`config.mk`:
```
export PLATFORM = sky130hd
export DESIGN_NAME = ps2_kbd_rx
export DESIGN_NICKNAME = d
export VERILOG_FILES = /design/src/rtl/ps2_pkg.sv /design/src/rtl/ps2_sync.sv /design/src/rtl/ps2_kbd_rx.sv
export SDC_FILE = /design/constraint.sdc
export NUM_CORES = 1
export LEC_CHECK = 0
export ABC_AREA = 1
export CAP_MARGIN = 5
export CORE_ASPECT_RATIO = 1.4
export CORE_MARGIN = 1.5
export CORE_UTILIZATION = 61
export CTS_CLUSTER_DIAMETER = 100
export DETAILED_ROUTE_END_ITERATION = 10
export DONT_BUFFER_PORTS = 1
export GPL_TIMING_DRIVEN = 0
export PLACE_DENSITY = 0.89
export SLEW_MARGIN = 10
export SYNTH_ARGS = -nofsm -noshare
export SYNTH_HDL_FRONTEND = slang
export SYNTH_HIERARCHICAL = 1
export SYNTH_SLANG_ARGS = --single-unit
```
`constraint.sdc`:
```
create_clock -name clk -period 1.49 [get_ports clk]
set_input_delay 0.0745 -clock clk [delete_from_list [all_inputs] [get_ports clk]]
set_output_delay 0.0745 -clock clk [all_outputs]
set_load 0.02 [all_outputs]
```
`src/rtl/ps2_pkg.sv`:
```
`default_nettype none
// ============================================================================
// Module   : ps2_pkg
// Brief    : Shared types and constants for the PS/2 keyboard receiver.
// Revision : 1.0 - initial release
// ============================================================================
package ps2_pkg;

  // Number of data bits carried by one PS/2 frame
  localparam int PS2_DATA_BITS = 8;

  // Frame receiver states
  typedef enum logic [1:0] {
    S_IDLE   = 2'd0,
    S_DATA   = 2'd1,
    S_PARITY = 2'd2,
    S_STOP   = 2'd3
  } ps2_state_t;

  // PS/2 uses odd parity: data bits plus parity bit must hold an odd count of ones
  function automatic logic ps2_parity_ok(input logic [PS2_DATA_BITS-1:0] data,
                                         input logic                     parity);
    return ^{data, parity};
  endfunction

endpackage
`default_nettype wire

```
`src/rtl/ps2_sync.sv`:
```
`default_nettype none
// ============================================================================
// Module   : ps2_sync
// Brief    : 2-flop synchronizer for one PS/2 pad signal, with an optional
//            level filter that only accepts a new level after it has held
//            for FILTER_CYCLES consecutive clk cycles.
// Revision : 1.0 - initial release
// ============================================================================
module ps2_sync #(
  parameter int FILTER_CYCLES = 8,
  parameter bit FILTER_EN     = 1'b1
) (
  input  logic clk,
  input  logic reset_ni,
  input  logic in_i,
  output logic level_o
);

  logic [1:0] sync_q;

  // Two-stage synchronizer; idle bus level is high
  always_ff @(posedge clk) begin
    if (!reset_ni) begin
      sync_q <= 2'b11;
    end else begin
      sync_q <= {sync_q[0], in_i};
    end
  end

  generate
    if (FILTER_EN) begin : g_filter
      localparam int CNT_W = $clog2(FILTER_CYCLES + 1);
      logic [CNT_W-1:0] cnt_q;
      logic             level_q;

      // Count consecutive cycles the synchronized input disagrees with the
      // accepted level; adopt it on the FILTER_CYCLES-th cycle
      always_ff @(posedge clk) begin
        if (!reset_ni) begin
          cnt_q   <= '0;
          level_q <= 1'b1;
        end else if (sync_q[1] == level_q) begin
          cnt_q <= '0;
        end else if (cnt_q == CNT_W'(FILTER_CYCLES - 1)) begin
          cnt_q   <= '0;
          level_q <= sync_q[1];
        end else begin
          cnt_q <= cnt_q + 1'b1;
        end
      end

      assign level_o = level_q;
    end else begin : g_bypass
      assign level_o = sync_q[1];
    end
  endgenerate

endmodule
`default_nettype wire

```
`src/rtl/ps2_kbd_rx.sv`:
```
`default_nettype none
// ============================================================================
// Module   : ps2_kbd_rx
// Brief    : PS/2 keyboard frame receiver. Filters the pad clock, samples data
//            on filtered falling edges, checks odd parity and the stop bit and
//            publishes good scan codes with a one-cycle strobe.
//            Optional frame timeout: define PS2_KBD_RX_TIMEOUT_EN.
// Revision : 1.0 - initial release
// ============================================================================
module ps2_kbd_rx
  import ps2_pkg::*;
#(
  parameter int FREQ_HZ       = 12000000,
  parameter int FILTER_CYCLES = 8,
  parameter int TIMEOUT_US    = 2000
) (
  input  logic       clk,
  input  logic       reset_ni,
  input  logic       ps2_clk_i,
  input  logic       ps2_data_i,
  output logic [7:0] code_o,
  output logic       strobe_o,
  output logic       err_o
);

  localparam int BIT_CNT_W = $clog2(PS2_DATA_BITS);

  // The timeout limit is derived in whole MHz, so slower clocks are unusable
  generate
    if (FREQ_HZ < 1000000 || TIMEOUT_US < 1) begin : g_cfg_check
      $error("ps2_kbd_rx: FREQ_HZ must be >= 1 MHz and TIMEOUT_US >= 1");
    end
  endgenerate

  logic clk_filt;
  logic data_sync;
  logic clk_filt_prev_q;
  logic fall;

  ps2_sync #(
    .FILTER_CYCLES(FILTER_CYCLES),
    .FILTER_EN    (1'b1)
  ) u_clk_sync (
    .clk     (clk),
    .reset_ni(reset_ni),
    .in_i    (ps2_clk_i),
    .level_o (clk_filt)
  );

  // Data is only sampled at a filtered clock edge, so it needs no filter
  ps2_sync #(
    .FILTER_CYCLES(FILTER_CYCLES),
    .FILTER_EN    (1'b0)
  ) u_data_sync (
    .clk     (clk),
    .reset_ni(reset_ni),
    .in_i    (ps2_data_i),
    .level_o (data_sync)
  );

  // Remember the previous filtered clock level for falling-edge detection
  always_ff @(posedge clk) begin
    if (!reset_ni) begin
      clk_filt_prev_q <= 1'b1;
    end else begin
      clk_filt_prev_q <= clk_filt;
    end
  end

  assign fall = clk_filt_prev_q & ~clk_filt;

  ps2_state_t                 state_q;
  logic [BIT_CNT_W-1:0]       bit_cnt_q;
  logic [PS2_DATA_BITS-1:0]   shift_q;
  logic                       parity_q;
  logic [7:0]                 code_q;
  logic                       strobe_q;
  logic                       err_q;

`ifdef PS2_KBD_RX_TIMEOUT_EN
  localparam int TO_LIMIT = FREQ_HZ / 1000000 * TIMEOUT_US;
  localparam int TO_W     = $clog2(TO_LIMIT + 1);
  logic [TO_W-1:0] to_cnt_q;
`endif

  // Frame FSM: advances only on filtered falling edges; pulses are registered
  always_ff @(posedge clk) begin
    if (!reset_ni) begin
      state_q   <= S_IDLE;
      bit_cnt_q <= '0;
      shift_q   <= '0;
      parity_q  <= 1'b0;
      code_q    <= 8'h00;
      strobe_q  <= 1'b0;
      err_q     <= 1'b0;
`ifdef PS2_KBD_RX_TIMEOUT_EN
      to_cnt_q  <= '0;
`endif
    end else begin
      strobe_q <= 1'b0;
      err_q    <= 1'b0;
      if (fall) begin
        case (state_q)
          S_IDLE: begin
            if (!data_sync) begin
              state_q   <= S_DATA;
              bit_cnt_q <= '0;
            end
          end
          S_DATA: begin
            shift_q <= {data_sync, shift_q[PS2_DATA_BITS-1:1]};
            if (bit_cnt_q == BIT_CNT_W'(PS2_DATA_BITS - 1)) begin
              state_q <= S_PARITY;
            end else begin
              bit_cnt_q <= bit_cnt_q + 1'b1;
            end
          end
          S_PARITY: begin
            parity_q <= data_sync;
            state_q  <= S_STOP;
          end
          S_STOP: begin
            if (data_sync && ps2_parity_ok(shift_q, parity_q)) begin
              code_q   <= shift_q;
              strobe_q <= 1'b1;
            end else begin
              err_q <= 1'b1;
            end
            state_q <= S_IDLE;
          end
          default: state_q <= S_IDLE;
        endcase
      end
`ifdef PS2_KBD_RX_TIMEOUT_EN
      else if (state_q != S_IDLE && to_cnt_q == TO_W'(TO_LIMIT)) begin
        // Host or keyboard stalled mid-frame: abandon it
        state_q <= S_IDLE;
        err_q   <= 1'b1;
      end

      if (fall || state_q == S_IDLE) begin
        to_cnt_q <= '0;
      end else if (to_cnt_q != TO_W'(TO_LIMIT)) begin
        to_cnt_q <= to_cnt_q + 1'b1;
      end
`endif
    end
  end

  assign code_o   = code_q;
  assign strobe_o = strobe_q;
  assign err_o    = err_q;

endmodule
`default_nettype wire

```
# Yosys cells after proc, flatten, opt, wreduce, memory -nomap -nowiden
# Index checks and enable logic that the tools add are counted.
[word_totals] register_bits=34 input_bits=4 output_inout_bits=10 word_cells=47
[classes] n_addsub=2 n_eq_ne=9 muxes=8 n_bitwise=4 reduce_logical=12
[ops] op="$reduce_and 3->1" n=3
[ops] op="$reduce_xor 9->1" n=1
[ops] op="$pmux 2 s4" n=1
[ops] op="$mux 3" n=2
[ops] op="$ne 2x2->1 const B" n=3
[ops] op="$pmux 3 s2" n=1
[ops] op="$reduce_and 2->1" n=3
[ops] op="$add 4x1->4 const B" n=1
[ops] op="$eq 2x2->1 const B" n=2
[ops] op="$eq 4x3->1 const B" n=1
[ops] op="$mux 2" n=2
[ops] op="$reduce_and 4->1" n=1
[ops] op="$add 3x1->3 const B" n=1
[ops] op="$eq 3x3->1 const B" n=1
[ops] op="$not 1->1" n=3
[ops] op="$reduce_or 3->1" n=1
[ops] op="$eq 2x1->1 const B" n=1
[ops] op="$logic_not 2->1" n=1
[ops] op="$mux 1" n=2
[ops] op="$reduce_bool 2->1" n=1
[ops] op="$and 1x1->1" n=1
[ops] op="$eq 1x1->1" n=1
[ops] op="$logic_and 1x1->1" n=1

# Depth between registers and ports, before layout
[logic_depth] depth_word=3 mapped_depth=12 mapped_depth_nobuf=12

# Cells and area by module
# The synthesis kept the hierarchy.
[by_module_without_submodules] module="ps2_kbd_rx" n_inst=1 cells_each=190 area_per_inst_um2=1292.5 seq_area_each_um2=500.5
[by_module_without_submodules] module="ps2_sync (u_clk_sync)" n_inst=1 cells_each=29 area_per_inst_um2=266.5 seq_area_each_um2=140.1
[by_module_without_submodules] module="ps2_sync (u_data_sync)" n_inst=1 cells_each=6 area_per_inst_um2=55.1 seq_area_each_um2=40.0

# Worst setup path before layout
# No wires, ideal clock.
[synth_path] kind="reg-to-reg" from="register state_q[1]" to="register shift_q[0]" setup_time_ps=70 t_arrival_ps=1234 t_required_ps=1420 slack_ps=186 stages_incl_launch_ff=7 path_buffers=1 period_less_slack_ps=1304 cell_sequence="dfxtp_1 -> inv_1 -> ha_1 -> nand2_1 -> clkbuf_1 -> o21ai_0 -> a21oi_1"
[synth_between] elab_chain_len=2
[synth_lines] item="start: declaration" line_no="ps2_kbd_rx.sv:72" source="ps2_state_t state_q;"
[synth_lines] item="start signal: assignment" line_no="ps2_kbd_rx.sv:89" source="state_q <= S_IDLE;"
[synth_lines] item="start signal: assignment" line_no="ps2_kbd_rx.sv:106" source="state_q <= S_DATA;"
[synth_lines] item="start signal: assignment" line_no="ps2_kbd_rx.sv:113" source="state_q <= S_PARITY;"
[synth_lines] item="$eq 2x1->1" line_no="ps2_kbd_rx.sv:103" source="case (state_q)"
[synth_lines] item="$reduce_and 2->1 (no line)"
[synth_lines] item="end signal: assignment" line_no="ps2_kbd_rx.sv:111" source="shift_q <= {data_sync, shift_q[PS2_DATA_BITS-1:1]};"
[synth_lines] item="end: declaration" line_no="ps2_kbd_rx.sv:74" source="logic [PS2_DATA_BITS-1:0] shift_q;"
# Every way passes these cells.
# A chain may end at the register's enable or synchronous reset.

# Worst setup path in the final report
[layout_path] from="register shift_q[6]" to="register code_q[1], in the netlist code_o[1]"
[layout_between] elab_chain_len=3
[layout_lines] item="$reduce_xor 9->1" line_no="ps2_pkg.sv:23" source="return ^{data, parity};"
[layout_lines] item="$logic_and 1x1->1" line_no="ps2_kbd_rx.sv:123" source="if (data_sync && ps2_parity_ok(shift_q, parity_q)) begin"
[layout_lines] item="$reduce_and 3->1 (no line)"
[layout_lines] item="end signal: assignment" line_no="ps2_kbd_rx.sv:124" source="code_q <= shift_q;"
[layout_lines] item="end: declaration" line_no="ps2_kbd_rx.sv:76" source="logic [7:0] code_q;"
# Every way passes these cells.

==> flow_metrics.env <==
export IMPL_grt_pass1_wl_um=5154
export IMPL_ant_nets=0
export IMPL_finalClockSkew_ps=10.38
export IMPL_finalPower_mw=1.409
export IMPL_r2r_slack_ps=40
export IMPL_wl_per_cell_um=12.25
export IMPL_clock_latency_ps=340
export IMPL_route_detailed_drc=0
export IMPL_num_rows=21
export IMPL_gr_total_overflow=0
export IMPL_dp_hpwl_um=2199
export IMPL_die_area_um2=2968
export IMPL_ys_ff_latch=34
export IMPL_tns_ps=0
export IMPL_cts_inserted_buffers=5
export IMPL_crit_arrival_ps=1730
export IMPL_min_path_type="in2reg"
export IMPL_synth_seq_area_share_pct=42.17
export IMPL_clock_sinks=34
export IMPL_drt_pass1_iterations=4
export IMPL_globalplace_congestion=0.8439
export IMPL_status="finished, final reports clean"
export IMPL_antenna_found_initial=0
export IMPL_fmaxAchievable_mhz=691.1
export IMPL_syn_to_final_growth_pct=12.71
export IMPL_cp_end_kind="flip-flop"
export IMPL_numPortBuffers=0
export IMPL_critPathLaunchType="flip-flop"
export IMPL_syn_inst=225
export IMPL_cp_max_fo=8
export IMPL_fillCellCount=192
export IMPL_cts_tree="built"
export IMPL_synth_area_um2=1614
export IMPL_ir_drop_uv=682.0
export IMPL_share_comb_of_total_power_pct=3.0
export IMPL_io_pins=14
export IMPL_cap_violations=0
export IMPL_avgSynthCellArea_um2=7.174
export IMPL_layout_min_cycle_time_ps=1447
export IMPL_p_seq_share_pct=65.0
export IMPL_r2r_end="code_o[1]"
export IMPL_crit_required_ps=1770
export IMPL_critPathKind="reg2reg"
export IMPL_diodes=0
export IMPL_coreArea_um2=2444
export IMPL_p_sw_uw=304.0
export IMPL_yosysUniqueCellTypes=23
export IMPL_grt_usage_pct=24.16
export IMPL_synth_nets=236
export IMPL_clk_path_buf_depth=2
export IMPL_worstMarginPinSlew_ps=397.3
export IMPL_startpoint="shift_q[6]"
export IMPL_drv_slew=0
export IMPL_hp_start="reset_ni"
export IMPL_h_tree_depth=2
export IMPL_power_density_nw_per_um2=774.5
export IMPL_route_vias_total=1456
export IMPL_first_iter_violations=62
export IMPL_p_leak_nw=0.8359
export IMPL_seqCellArea_um2=694.4
export IMPL_start_util_pct=66.05
export IMPL_endpoint="code_o[1]"
export IMPL_die_height_um=63.86
export IMPL_yosysWarnings=6
export IMPL_clk_pin_slew_ps=90
export IMPL_root_buffer="clkbuf_4"
export IMPL_rsz0062_at_grt="true"
export IMPL_finalHoldViolCount=0
export IMPL_power_share_clock_pct=32.1
export IMPL_nets=248
export IMPL_multiInputGateArea_um2=850.8
export IMPL_r2r_cells=12
export IMPL_grt_pass1_vias=1291
export IMPL_setup_viol=0
export IMPL_p_sw_share_pct=21.58
export IMPL_die_w_um=46.48
export IMPL_intPower_mw=1.105
export IMPL_via_per_inst=5.373
export IMPL_routed_wl_um=3319
export IMPL_slew_headroom_pct=73.51
export IMPL_finalCritPeriodShare_pct=97.12
export IMPL_drive_above_1_share_pct=21.52
export IMPL_timing_rr_start="shift_q[6]"
export IMPL_grt_max_degree=11
==> layout by cell type (no fill, tap or decap), drive strengths merged <==
cell type,synthesis,layout
a211oi,2,2
a21oi,15,15
buf,0,2
clkbuf,4,11
clkinvlp,0,1
dfxtp,34,34
dlygate4sd3,0,3
ha,7,7
inv,30,30
nand2,65,65
nand3,14,14
nand4,10,10
nor2,25,25
nor3,2,2
o21ai,11,11
or2,3,3
xnor2,2,2
==> final cells by class <==
type,instances,share of cell area [%]
multi-input combinational,156,46.77
buffer,4,1.032
sequential,34,38.17
inverter,31,6.740
clock buffer,7,2.476
timing repair buffer,5,2.476
tap,34,2.338
==> through the flow <==
stage	setup slack [ps]	area [µm²]	std cells	hold slack (ps)	util (%)
final	42.98	1819	271	63.87	74.45
after global routing	-82.89	1819	271	82.83	74.45
after CTS	28.81	1735	269	56.56	71.02
after detailed placement	-137.9	1657	259	151.4	67.79
after global placement	-71.72	1657	259	145.4	67.79
after floorplan	186.2	1614	225	143.2	-
==> worst max-delay path, stage by stage (launching register included) <==
cell,delay (ps)
dfxtp_4,390
inv_4,40
nand2_1,60
nand2_1,70
nand2_2,110
nand2_4,80
nand2_4,70
nand2_1,50
nand2_2,80
nand3_4,110
nor2_8,190
nor2_1,60
nor2_1,90
==> what timing repair did <==
| action | CTS | global route |
|---|---|---|
| endpoints found under the setup margin | 8 | 16 |
| hold buffers | 3 | 0 |
| gates resized for setup | 2 | 29 |
| pin swaps | 0 | 16 |
| endpoints found under the hold margin | 10 | 0 |
| buffers inserted | 0 | 2 |
==> Yosys cell counts, drive strengths merged <==
library cell / number / area share, %
or2: 3 / 1.2
nand4: 10 / 3.9
xnor2: 2 / 1.1
clkinv: 1 / 0.23
a211oi: 2 / 0.93
ha: 7 / 5.4
dfxtp: 34 / 42
nor2: 25 / 7.0
nand2: 65 / 16
a21oi: 15 / 4.9
inv: 30 / 7.0
nor3: 2 / 0.62
clkbuf: 4 / 0.93
o21ai: 11 / 3.4
nand3: 14 / 5.4
==> cells by family (layout without fill, tap and decap cells) <==
logic type | after synthesis | in the layout | share of synthesized area, %
AOI/OAI and AO/OA | 28 | 28 | 9.225
adders and majority gates | 7 | 7 | 5.426
xor gates and xnor gates | 2 | 2 | 1.085
and+or+nand+nor | 119 | 119 | 33.95
DFF | 34 | 34 | 42.17
buffers and inverters | 35 | 47 | 8.139
==> routing by layer <==
layer / global-route usage, % / vias up / routed length (µm)
li1: - / 746 / -
met4: 12.14 / 0 / 114
met3: 8.192 / 11 / 106
met1: 22.94 / 677 / 1232
met5: 0 / - / 0
met2: 42.88 / 22 / 1865
==> flip-flops by register name, summed over array words and instances, names as in the netlist, 2 cells and up <==
name	cells
code_o	8
u_data_sync/sync_q	2
state_q	2
u_clk_sync/g_filter.cnt_q	4
bit_cnt_q	3
u_clk_sync/sync_q	2
shift_q	8
==> worst min-delay path by stage <==
stage | cells after the start | to
CTS | 2 | clk_filt_prev_q
detailed placement | 1 | u_data_sync/sync_q[1]
floorplan | 1 | u_data_sync/sync_q[0]
global placement | 1 | u_data_sync/sync_q[0]
finish | 2 | clk_filt_prev_q
global route | 2 | clk_filt_prev_q
==> power groups by stage <==
| stage | Clock [mW] | Combinational [mW] | Sequential [mW] |
|---|---|---|---|
| 3_5_place_dp | 0 | 0.0339 | 0.939 |
| 2_1_floorplan | 0 | 0.0267 | 0.938 |
| 5_1_grt | 0.503 | 0.0476 | 0.917 |
| 4_1_cts | 0.466 | 0.0415 | 0.917 |
| 6_report | 0.452 | 0.0418 | 0.916 |
| 3_3_place_gp | 0 | 0.0327 | 0.938 |
Note: power is estimated with default switching activity, not from simulation.
